**src/rtl/placar_sessao.sv**
```systemverilog
// placar_sessao: session scoreboard for the blackjack FSM.
// Counts each round's win/lose/tie exactly once, keeps saturating
// tallies for the display path and blinks an LED for the last result.
//
// state | meaning
// ARMED | waiting for this round's result (armado = 1)
// DONE  | result counted, further rises ignored until rodada_reset
module placar_sessao #(
    parameter logic [26:0] BLINK_LIMIT = 27'd25000000,
    parameter logic [6:0]  CNT_MAX     = 7'd99
) (
    input  logic       clock,
    input  logic       reset,
    input  logic       rodada_reset,
    input  logic       win,
    input  logic       lose,
    input  logic       tie,
    output logic [6:0] vitorias,
    output logic [6:0] derrotas,
    output logic [6:0] empates,
    output logic [6:0] rodadas,
    output logic [1:0] ultimo_resultado,
    output logic       resultado_valido,
    output logic       led_blink,
    output logic       erro
);

    typedef enum logic {
        DONE  = 1'b0,
        ARMED = 1'b1
    } state_t;

    state_t      state;
    logic        win_q, lose_q, tie_q;
    logic [26:0] blink_cnt;
    logic        win_r, lose_r, tie_r;

    // Rising edges of the FSM status levels against last cycle's sample
    assign win_r  = win  & ~win_q;
    assign lose_r = lose & ~lose_q;
    assign tie_r  = tie  & ~tie_q;

    // Scoreboard FSM: edge history, round arming, tallies and blink timer
    always_ff @(posedge clock) begin
        if (reset) begin
            state            <= ARMED;
            win_q            <= 1'b0;
            lose_q           <= 1'b0;
            tie_q            <= 1'b0;
            vitorias         <= '0;
            derrotas         <= '0;
            empates          <= '0;
            rodadas          <= '0;
            ultimo_resultado <= 2'b00;
            resultado_valido <= 1'b0;
            led_blink        <= 1'b0;
            erro             <= 1'b0;
            blink_cnt        <= '0;
        end else begin
            // History always advances so a rise swallowed by rodada_reset
            // is never seen again.
            win_q  <= win;
            lose_q <= lose;
            tie_q  <= tie;
            if (rodada_reset) begin
                state            <= ARMED;
                ultimo_resultado <= 2'b00;
                resultado_valido <= 1'b0;
                led_blink        <= 1'b0;
                erro             <= 1'b0;
                blink_cnt        <= '0;
            end else begin
                case (state)
                    ARMED: begin
                        blink_cnt <= '0;
                        case ({win_r, lose_r, tie_r})
                            3'b000: ;
                            3'b100, 3'b010, 3'b001: begin
                                if (win_r && vitorias < CNT_MAX)
                                    vitorias <= vitorias + 7'd1;
                                if (lose_r && derrotas < CNT_MAX)
                                    derrotas <= derrotas + 7'd1;
                                if (tie_r && empates < CNT_MAX)
                                    empates <= empates + 7'd1;
                                if (rodadas < CNT_MAX)
                                    rodadas <= rodadas + 7'd1;
                                ultimo_resultado <= win_r  ? 2'b01 :
                                                    lose_r ? 2'b10 : 2'b11;
                                resultado_valido <= 1'b1;
                                led_blink        <= 1'b1;
                                state            <= DONE;
                            end
                            default: erro <= 1'b1;
                        endcase
                    end
                    DONE: begin
                        // resultado_valido is always high here
                        if (blink_cnt == BLINK_LIMIT - 27'd1) begin
                            blink_cnt <= '0;
                            led_blink <= ~led_blink;
                        end else begin
                            blink_cnt <= blink_cnt + 27'd1;
                        end
                    end
                    default: state <= ARMED;
                endcase
            end
        end
    end

endmodule
```
**config.mk**
```make
export PLATFORM = sky130hd
export DESIGN_NAME = placar_sessao
export DESIGN_NICKNAME = d
export VERILOG_FILES = /design/src/rtl/placar_sessao.sv
export SDC_FILE = /design/constraint.sdc
export NUM_CORES = 1
export LEC_CHECK = 0
export BUFFER_PORTS_ARGS = -buffer_cell sky130_fd_sc_hd__buf_2
export CORE_AREA = 4 4 86 88
export CTS_CLUSTER_DIAMETER = 200
export DETAILED_ROUTE_END_ITERATION = 10
export DIE_AREA = 0 0 90 92
export PLACE_DENSITY = 0.66
export SYNTH_ARGS = -nofsm -noshare
export SYNTH_HDL_FRONTEND = slang
export SYNTH_SLANG_ARGS = --single-unit
export TNS_END_PERCENT = 20
```
**constraint.sdc**
```tcl
create_clock -name clock -period 2.5 [get_ports clock]
set_input_delay 0.125 -clock clock [delete_from_list [all_inputs] [get_ports clock]]
set_output_delay 0.125 -clock clock [all_outputs]
set_load 0.02 [all_outputs]
```
### Word-level counts from Yosys, hierarchy flattened

Cells that the tools add are included.

| word-level totals | value |
|---|---|
| register bits after elaboration | 64 |
| input port bits | 6 |
| output and inout port bits | 33 |
| word-level logic and storage cells | 61 |

| cells by class | value |
|---|---|
| add/subtract/negate cells | 5 |
| order comparisons | 4 |
| eq/ne operators | 6 |
| multiplexer cells | 9 |
| bitwise logic cells | 10 |
| reductions and logical operators | 14 |

Operators with widths:

| kind | number |
|---|---|
| 27-bit case mux with 2 select lines | 1 |
| 7-bit by 1-bit adder with 7-bit output, second input constant | 4 |
| 7-bit < comparator, second input constant | 4 |
| 27-bit by 1-bit adder with 27-bit output, second input constant | 1 |
| 27-bit by 25-bit == test with 1-bit output, second input constant | 1 |
| 27-bit two-way mux | 1 |
| 4-bit AND reduction | 4 |
| 1-bit inverter | 7 |
| 2-bit AND reduction | 3 |
| 1-bit two-way mux | 5 |
| 4-bit OR reduction | 1 |
| 1-bit bitwise AND | 3 |
| 3-bit by 1-bit == test with 1-bit output, second input constant | 1 |
| 3-bit by 2-bit == test with 1-bit output, second input constant | 1 |
| 3-bit == test, second input constant | 1 |
| 1-bit logical AND | 3 |
| 3-bit zero test | 1 |
| 3-bit OR reduction | 1 |
| 2-bit two-way mux | 1 |
| 2-bit by 1-bit != test with 1-bit output, second input constant | 1 |
| 2-bit != test, second input constant | 1 |
| 1-bit case mux with 2 select lines | 1 |
| 2-bit OR reduction | 1 |

### Depth between registers and ports, before layout

Gate-level depths: netlist of run 1.

| depth | value |
|---|---|
| depth in word-level cells | 6 |
| depth in mapped cells | 8 |
| mapped depth without buffers | 6 |

### Worst setup path before layout of run 1

OpenSTA, ideal clock, no wires.

| path | value |
|---|---|
| kind | register to register |
| from | reg blink_cnt[15] |
| to | reg blink_cnt[14] |
| library setup time | 0.115 ns |
| arrival time | 1.667 ns |
| required time | 2.385 ns |
| setup slack | 0.718 ns |
| cell stages (with the launch flop) | 8 |
| path buffers | 2 |
| period minus slack after synthesis | 1.782 ns |
| cells stage by stage | dfxtp_1 > or3_1 > or3_1 > nor4_2 > or3_1 > buf_4 > buf_6 > nor2_1 |

| on the way | value |
|---|---|
| word-level cells in the longest chain between the ends | 3 |

Ends and longest elaborated chain:

| element | line | source |
|---|---|---|
| start, declared | 35 | `logic [26:0] blink_cnt;` |
| start signal, assigned | 102 | `blink_cnt <= blink_cnt + 27'd1;` |
| 27-bit by 25-bit == test with 1-bit output | 98 | `if (blink_cnt == BLINK_LIMIT - 27'd1) begin` |
| 27-bit two-way mux | 98 |  |
| 27-bit case mux with 2 select lines | 73 | `case (state)` |

No other way between the ends.
A chain may end at the register's enable or synchronous reset.

### Worst setup path in the final report of run 1

| path | value |
|---|---|
| from | reg blink_cnt[15] |
| to | reg blink_cnt[21] |

| on the way | value |
|---|---|
| word-level cells in the longest chain between the ends | 3 |
| elaborated cells between the ends (all ways) | 4 |
| classes of those cells | add/sub: 1; eq/ne: 1; mux: 2 |

Ends and longest elaborated chain:

| element | line |
|---|---|
| 27-bit by 1-bit adder with 27-bit output or 27-bit by 25-bit == test with 1-bit output (tied branches) | 102, 98 |
| 27-bit two-way mux * | 98 |
| 27-bit case mux with 2 select lines * | 73 |

Every way passes the cells marked *; elsewhere a longest branch is shown, timed or not.

==> impl_metrics.ini, run 1 <==
[timing]
period_share_pct = 78.2
skew_ns = 0.0125
grt_setup_unrepaired = false
tightest_slew_ns = 0.680
fin_crit_ns = 1.96
setup_slack_ns = 0.544
hold_violations = 0
fmax_mhz = 511
slew_viol_final = 0
tns_ns = 0
max-slew-margin-rel_pct = 54.3
setup_viol = 0

[cts]
insertion_delay_ns = 0.34
cts_resized = 0
clock_path_buffers = 2
root_buffer = clkbuf_8
htree_levels = 3
cts.clk_slew.worst_paths_ns = 0.07
clock_sinks = 64
postCtsSetupBuffers = 0
hold_buffers = 0
cts_buffers = 9
cts_tree = yes

[worst_setup_path]
timing.rr.end = blink_cnt[21]
r2r_cells = 6
cp.arrival_ns = 2.17
end_kind = flip-flop
startpoint = blink_cnt[15]
worstPathMaxFanout = 27
rr_startpoint = blink_cnt[15]
rrSetupSlack_ns = 0.54
path_class = reg -> reg
cp.required_ns = 2.72
cp-start-kind = flip-flop
crit_path_end = blink_cnt[21]

[final_layout]
drive_above_1_share_pct = 18.8
nFillCells = 649
antennaDiodeCount = 0
syn2layout_area_growth_pct = 15.7
fin_nets = 379
regArea_um2 = 1280
layout_common_cells = 64 x dfxtp_1, 59 x nor2_1, 38 x buf_2
multi_input_area_um2 = 1570
layout_commonest_cell = dfxtp_1

[power_and_ir_drop]
power.density_nw_per_um2 = 632
pwr-share-clk_pct = 45.3
p_int_w = 0.00166
combPwrFrac_pct = 5.8
p_seq_share_pct = 48.8
ir_drop_mv = 0.253
switching_power_w = 0.000487
p_sw_share_pct = 22.7
p_leak_nw = 1.29

[floorplan]
initial_utilization_pct = 44.2
num_rows = 30
fp.coreArea_um2 = 6640
die_area_um2 = 8280
io_pins = 39
die_y_um = 92
dieWidth_um = 90

[drt]
drt_pass1_iterations = 4
routedWlPerCell_um = 12.5
ant_nets = 0
drc_errors = 0
drt-total-wl_mm = 5.68
via_per_inst = 5.22
drt_iter0_drc = 77
via_count = 2364

[synth]
synth-seq-cells = 64
synthCells = 325
syn_area_um2 = 2940
syn_area_per_cell_um2 = 9.04
ys.flop_type = dfxtp_1
synth_edf_count = 0
syn_nets = 336
synth_warnings = 0
ys_seq_area_share_pct = 43.6
synth-async-reset-ratio_pct = 0
ys_types = 50

[run_status]
status = finished clean

[global_route]
grt-ovfl-total = 0
grt_pass1_vias = 2308
grt_util_all_layers_pct = 15.0
grt_pass1_wl_mm = 10.2
antenna_found_initial = 0
grt_max_degree = 33

[placement]
numPortBuffers = 38
globalplace.congestion = 0.798
pre_cts_ws_ns = 0.553
dp_hpwl_mm = 4.03

[run]
drv_cap = 0

[worst_hold_path]
holdCritPathClass = in -> reg
-- critical path, stage by stage (launching register included) --
cell     delay, ns
dfxtp_1       0.34
or3_1         0.37
or3_1         0.38
nor4_2        0.22
or3_1         0.16
buf_4         0.27
nor2_1        0.08
-- metrics by stage --
step                      instances  utilization [%]  instance area [um^2]  hold slack, ns  total power (W)
after floorplan                 325                -                  2940           0.253          0.00117
after global placement          437             47.9                  3180           0.382          0.00120
after detailed placement        437             47.9                  3180           0.387          0.00120
after CTS                       453             51.2                  3400          0.0287          0.00218
after global routing            453             51.2                  3400          0.0546          0.00225
final                           453             51.2                  3400          0.0462          0.00215
-- how the worst min path moves through the flow --
| stage | depth (start not counted) | end | from | slack [ns] |
|---|---|---|---|---|
| 2_1_floorplan | 1 | lose_q | lose | 0.25 |
| 3_5_place_dp | 2 | lose_q | lose | 0.39 |
| 5_1_grt | 2 | win_q | win | 0.05 |
| 6_report | 2 | lose_q | lose | 0.05 |
| 3_3_place_gp | 2 | tie_q | tie | 0.38 |
| 4_1_cts | 2 | win_q | win | 0.03 |
-- sequential cells by signal (all words and copies together), names as in the netlist, 2 cells and up --
| signal | flops |
|---|---|
| blink_cnt | 27 |
| ultimo_resultado | 2 |
| empates | 7 |
| vitorias | 7 |
| derrotas | 7 |
| rodadas | 7 |
-- routing by layer --
metal  vias up  track usage (%)  part of all wire [%]
met3         9             4.59                   3.8
met5         -                0                     0
met2        29             25.6                    48
met1      1108             17.4                    47
li1       1218                -                     -
met4         0             6.89                   1.9
-- cell families (layout without fill, tap and decap cells) --
kind of cell	after synthesis	after routing	share of synthesized area [%]
adder cells (fa/ha/maj)	5	5	2.13
XOR/XNOR	41	41	12.2
flip-flops	64	64	43.6
multiplexers	4	4	1.41
AND/OR/NAND/NOR	160	160	29.3
buffers and inverters	14	62	2.94
AO/OA/AOI/OAI	37	37	8.43
-- layout make-up --
type	count	share of cell area, %
inverters	6	0.662
repair buffers	40	6.04
multi-input cells	247	46.2
clock buffers	10	4.05
clock inverters	6	2.43
well taps	80	2.94
flip-flops and latches	64	37.7
-- cells in the mapped netlist (all sizes together) (2+ instances only) --
cell / number / area, um^2
dfxtp: 64 / 1280
nor2: 59 / 221
nand2: 21 / 78.8
xor2: 21 / 184
xnor2: 20 / 175
nand3: 17 / 85.1
nand4: 11 / 68.8
o21ai: 10 / 53.8
a21oi: 9 / 45.0
nor2b: 8 / 57.6
nor4: 8 / 83.8
and3: 7 / 43.8
buf: 6 / 56.3
inv: 6 / 22.5
nor3: 6 / 30.0
or3: 6 / 37.5
ha: 5 / 62.6
o21a: 4 / 30.0
a31oi: 3 / 18.8
mux2i: 3 / 30.0
nand2b: 3 / 21.3
o211a: 3 / 30.0
and2: 2 / 12.5
clkbuf: 2 / 7.51
nor3b: 2 / 15.0
nor4b: 2 / 32.5
o2111ai: 2 / 17.5
or2: 2 / 12.5
or4: 2 / 18.8
-- power by group through the flow --
stage / registers, W / clock network, W / logic [W]
floorplan: 0.00108 / 0 / 0.0000808
global placement: 0.00107 / 0 / 0.000124
detailed placement: 0.00107 / 0 / 0.000126
CTS: 0.00105 / 0.00100 / 0.000127
global route: 0.00105 / 0.00105 / 0.000141
finish: 0.00105 / 0.000975 / 0.000125
Power figures use the tool's default switching activity.
==> run 2, diff against run 1 <==
--- a/config.mk
+++ b/config.mk
@@ -10,7 +10,7 @@
 export CTS_CLUSTER_DIAMETER = 200
 export DETAILED_ROUTE_END_ITERATION = 10
 export DIE_AREA = 0 0 90 92
-export PLACE_DENSITY = 0.66
+export PLACE_DENSITY = 0.68
 export SYNTH_ARGS = -nofsm -noshare
 export SYNTH_HDL_FRONTEND = slang
 export SYNTH_SLANG_ARGS = --single-unit
==> constraint.sdc (replaced) <==
create_clock -name clock -period 1.7 [get_ports clock]
set_input_delay 0.085 -clock clock [delete_from_list [all_inputs] [get_ports clock]]
set_output_delay 0.085 -clock clock [all_outputs]
set_load 0.02 [all_outputs]
==> run 2 against run 1 <==
The run now ends with setup timing left. Clock-buffer cell count down 1. Global-route usage increased by 1.1 points. Maximum frequency grew 10%. Highest routed layer unchanged.
==> impl_metrics.ini, run 2 (synthesis results as in run 1) <==
[timing]
setup_slack_ns = -0.0766
fmax_mhz = 563
max-slew-margin-rel_pct = 59.0
hold_violations = 0
period_share_pct = 105
fin_hold_ws_ns = 0.00582
slew_viol_final = 0
skew_ns = 0.00631
tightest_slew_ns = 0.612
setup_viol = 28
grt_setup_unrepaired = true
fin_crit_ns = 1.78

[cts]
cts_tree = yes
cts_buffers = 9
clock_path_buffers = 2
root_buffer = clkbuf_8
htree_levels = 3
insertion_delay_ns = 0.34
clock_sinks = 64
cts.clk_slew.worst_paths_ns = 0.07

[worst_setup_path]
end_kind = flip-flop
cp.depth = 6
crit_family = simple AND/OR/NAND/NOR gates
cp-start-kind = flip-flop
cp_common_cell = or3_4
cp.required_ns = 1.94
cpPeakStageDelay_ns = 0.40
r2r_cells = 6
slowest_stage = or3_4
path_class = reg -> reg
crit_chain = or3_1 > or3_4 > nor4_4 > or3_4 > buf_4 > nor2_1
cp.arrival_ns = 2.01
critPathBufInv = 1
worstPathMaxFanout = 7

[run]
drv_cap = 0

[placement]
dp.cells = 469
dp_hpwl_mm = 4.66
globalplace.congestion = 0.870
numPortBuffers = 38

[floorplan]
die_y_um = 92
io_pins = 39
num_rows = 30
initial_utilization_pct = 44.2
die_area_um2 = 8280
dieWidth_um = 90
fp.coreArea_um2 = 6640

[global_route]
grt_max_degree = 32
grt_util_all_layers_pct = 16.1
grt_pass1_vias = 2439
grt_pass1_wl_mm = 11.0
antenna_found_initial = 0
grt-ovfl-total = 0

[final_layout]
layout_common_cells = 62 x dfxtp_1, 58 x nor2_1, 38 x buf_2
fin_nets = 415
fin_cells = 489
syn2layout_area_growth_pct = 27.5
utilization_pct = 56.4
top_register = blink_cnt
largest_reg_flops = 27
layout_commonest_cell = dfxtp_1
drive_above_1_share_pct = 28.1
antennaDiodeCount = 0

[drt]
via_count = 2519
drt_pass1_iterations = 4
routedWlPerCell_um = 13.2
drc_errors = 0
ant_nets = 0
via_per_inst = 5.15
drt_iter0_drc = 82
drt-total-wl_mm = 6.45

[worst_hold_path]
holdCritPathClass = in -> reg
hold_depth = 2

[power_and_ir_drop]
pwr-share-clk_pct = 44.7
p_int_w = 0.00244
p_leak_nw = 1.49
ir_drop_mv = 0.378
p_sw_share_pct = 23.9
power.density_nw_per_um2 = 857
p_seq_share_pct = 48.0
fin_total_pwr_w = 0.00321
combPwrFrac_pct = 7.3
switching_power_w = 0.000767

[run_status]
violations = setup timing
status = complete, but fails checks
## run 2: routing by layer
layer	global-route usage (%)	up-vias	routed length, um
met3	3.69	17	275
met1	18.7	1164	2930
li1	-	1290	-
met4	8.55	0	159
met2	27.6	48	3090
met5	0	-	0
## run 2: stage by stage
stage	instance area (um^2)	setup WS [ns]	setup TNS [ns]
detailed placement	3430	-0.100	-2.47
floorplan	2940	-0.0665	-1.34
global placement	3430	-0.0222	-0.461
finish	3750	-0.0766	-1.79
CTS	3690	-0.0727	-1.67
global route	3750	-0.130	-3.30
## run 2: timing repair
item                                    in CTS  in global routing
pin swaps                                    4                  5
hold endpoints to repair                     2                  0
buffers inserted                             0                  2
cloned                                       0                  0
endpoints found under the setup margin      30                 38
gates resized for setup                      3                  9
hold buffers                                 2                  0
## run 2: layout make-up
cell class	count	area (um^2)
inverter	6	22.5
clock inverter	7	96.3
clock buffer	9	124
tap	80	100
fill	607	2900
multi-input combinational	247	1630
timing repair buffer	76	493
sequential	64	1280
## run 2: worst paths after layout
kind	slack [ns]	from	to
max reg2reg	-0.08	blink_cnt[15]	blink_cnt[8]
min	0.006	win	win_q
min reg2reg	0.47	resultado_valido	resultado_valido
max	-0.08	blink_cnt[15]	blink_cnt[8]
## run 2: worst reg2reg max path: cells and delay by family, from the launching register on
kind                   cells  cell delay [ns]
and+or+nand+nor            5             1.20
DFF                        1             0.32
buffers and inverters      1             0.15
## run 2: power groups by stage
| stage | Combinational [W] | Sequential [W] | Clock [W] |
|---|---|---|---|
| floorplan | 0.000119 | 0.00160 | 0 |
| global placement | 0.000217 | 0.00157 | 0 |
| detailed placement | 0.000223 | 0.00158 | 0 |
| CTS | 0.000232 | 0.00154 | 0.00147 |
| global route | 0.000261 | 0.00154 | 0.00154 |
| finish | 0.000235 | 0.00154 | 0.00144 |
==> run 3, diff against run 2 <==
--- a/config.mk
+++ b/config.mk
@@ -6,11 +6,13 @@
 export NUM_CORES = 1
 export LEC_CHECK = 0
 export BUFFER_PORTS_ARGS = -buffer_cell sky130_fd_sc_hd__buf_2
+export CAP_MARGIN = 10
 export CORE_AREA = 4 4 86 88
 export CTS_CLUSTER_DIAMETER = 200
 export DETAILED_ROUTE_END_ITERATION = 10
 export DIE_AREA = 0 0 90 92
 export PLACE_DENSITY = 0.68
+export RECOVER_POWER = 50
 export SYNTH_ARGS = -nofsm -noshare
 export SYNTH_HDL_FRONTEND = slang
 export SYNTH_SLANG_ARGS = --single-unit
==> run 3 against run 2 <==
The run still ends with setup timing left. Clock skew down 0.00056 ns. Sequential power about the same. Routed wire length up 0.48%. Utilization down 0.56 points. Non-clock buffer count unchanged. Global-route usage unchanged. Maximum frequency up 0.32%. Sequential cell count unchanged. Critical path depth unchanged. Setup slack better by 0.0057 ns. Critical path type unchanged.
==> impl_metrics.ini, run 3 (synthesis results as in run 1) <==
[placement]
numPortBuffers = 38
dp_hpwl_mm = 4.66
globalplace.congestion = 0.870
dp.cells = 469

[power_and_ir_drop]
fin_total_pwr_w = 0.00321
p_int_w = 0.00244
ir_drop_mv = 0.374
p_leak_nw = 1.36
switching_power_w = 0.000772
combPwrFrac_pct = 7.2
p_sw_share_pct = 24.0
pwr-share-clk_pct = 44.9
power.density_nw_per_um2 = 866
p_seq_share_pct = 48.0

[final_layout]
layout_common_cells = 62 x dfxtp_1, 58 x nor2_1, 35 x buf_4
largest_reg_flops = 27
drive_above_1_share_pct = 20.8
syn2layout_area_growth_pct = 26.2
fin_nets = 415
layout_commonest_cell = dfxtp_1
top_register = blink_cnt
antennaDiodeCount = 0
fin_cells = 489

[global_route]
grt_pass1_vias = 2439
grt-ovfl-total = 0
grt_max_degree = 32
grt_pass1_wl_mm = 11.0
antenna_found_initial = 0
grt_util_all_layers_pct = 16.1

[floorplan]
die_y_um = 92
io_pins = 39
num_rows = 30
fp.coreArea_um2 = 6640
initial_utilization_pct = 44.2
die_area_um2 = 8280
dieWidth_um = 90

[drt]
ant_nets = 0
drt-total-wl_mm = 6.48
routedWlPerCell_um = 13.3
drt_pass1_iterations = 4
via_per_inst = 5.16
drc_errors = 0
drt_iter0_drc = 90
via_count = 2521

[worst_setup_path]
cp.arrival_ns = 2.01
crit_chain = or3_1 > or3_4 > nor4_4 > or3_4 > buf_4 > nor2_1
cpPeakStageDelay_ns = 0.40
end_kind = flip-flop
path_class = reg -> reg
cp.required_ns = 1.94
cp-start-kind = flip-flop
slowest_stage = or3_4
cp_common_cell = or3_4
rr_startpoint = blink_cnt[15]
worstPathMaxFanout = 7
r2r_cells = 6
startpoint = blink_cnt[15]

[timing]
tightest_slew_ns = 0.609
fin_crit_ns = 1.77
hold_violations = 0
setup_viol = 28
grt_setup_unrepaired = true
fmax_mhz = 565
period_share_pct = 104
slew_viol_final = 0
setup_slack_ns = -0.0709
max-slew-margin-rel_pct = 59.3
skew_ns = 0.00575
tns_ns = -1.64

[cts]
cts.clk_slew.worst_paths_ns = 0.07
htree_levels = 3
clock_sinks = 64
cts_buffers = 9
clock_path_buffers = 2
cts_tree = yes
insertion_delay_ns = 0.34
root_buffer = clkbuf_8

[worst_hold_path]
hp-start = win
holdCritPathClass = in -> reg
hold_depth = 2

[run]
drv_cap = 0

[run_status]
status = complete, but fails checks
violations = setup timing
-- run 3: cell types whose count changed in the layout (fill, tap and decap cells not counted), sizes merged --
cell,change
buf,-30
clkbuf,+30
-- run 3: per-stage QoR --
step / hold slack [ns] / util (%) / setup WS, ns / cell area, um^2
after floorplan: 0.213 / - / -0.0665 / 2940
after global placement: 0.324 / 51.7 / -0.0222 / 3430
after detailed placement: 0.342 / 51.7 / -0.100 / 3430
after CTS: 0.000126 / 55.5 / -0.0727 / 3690
after global routing: 0.0229 / 55.8 / -0.130 / 3710
final: 0.0101 / 55.8 / -0.0709 / 3710
-- run 3: worst max-delay path, delay by kind of cell, from the launching register on --
family	cells	cell delay (ns)
AND/OR/NAND/NOR	5	1.18
flip-flops	1	0.32
buffers and inverters	1	0.15
-- run 3: metal layers --
layer  vias up  global-route usage [%]  share of wire [%]
li1       1290                       -                  -
met1      1167                    18.7                 46
met2        49                    27.6                 48
met3        15                    3.69                3.9
met4         0                    8.55                2.2
met5         -                       0                  0
-- run 3: area by class of cell --
class | instances | area (um^2)
multi-input combinational | 247 | 1630
fill | 628 | 2940
sequential | 64 | 1280
clock buffer | 9 | 124
inverter | 6 | 22.5
clock inverter | 7 | 96.3
timing repair buffer | 76 | 455
tap | 80 | 100
-- run 3: final timing paths --
check | slack, ns | endpoint
min | 0.01 | win_q
max reg2reg | -0.07 | blink_cnt[8]
min reg2reg | 0.48 | resultado_valido
max | -0.07 | blink_cnt[8]
-- run 3: power by group through the flow --
stage	registers, W	logic (W)	clock network (W)
2_1_floorplan	0.00160	0.000119	0
3_3_place_gp	0.00157	0.000217	0
3_5_place_dp	0.00158	0.000223	0
4_1_cts	0.00154	0.000232	0.00147
5_1_grt	0.00154	0.000257	0.00154
6_report	0.00154	0.000230	0.00144
-- run 3: repair_timing --
action | in CTS | in global routing
setup endpoints to repair | 30 | 38
hold buffers | 2 | 0
buffers inserted | 0 | 2
hold endpoints to repair | 2 | 0
pin swaps | 4 | 5
gates resized for setup | 3 | 9
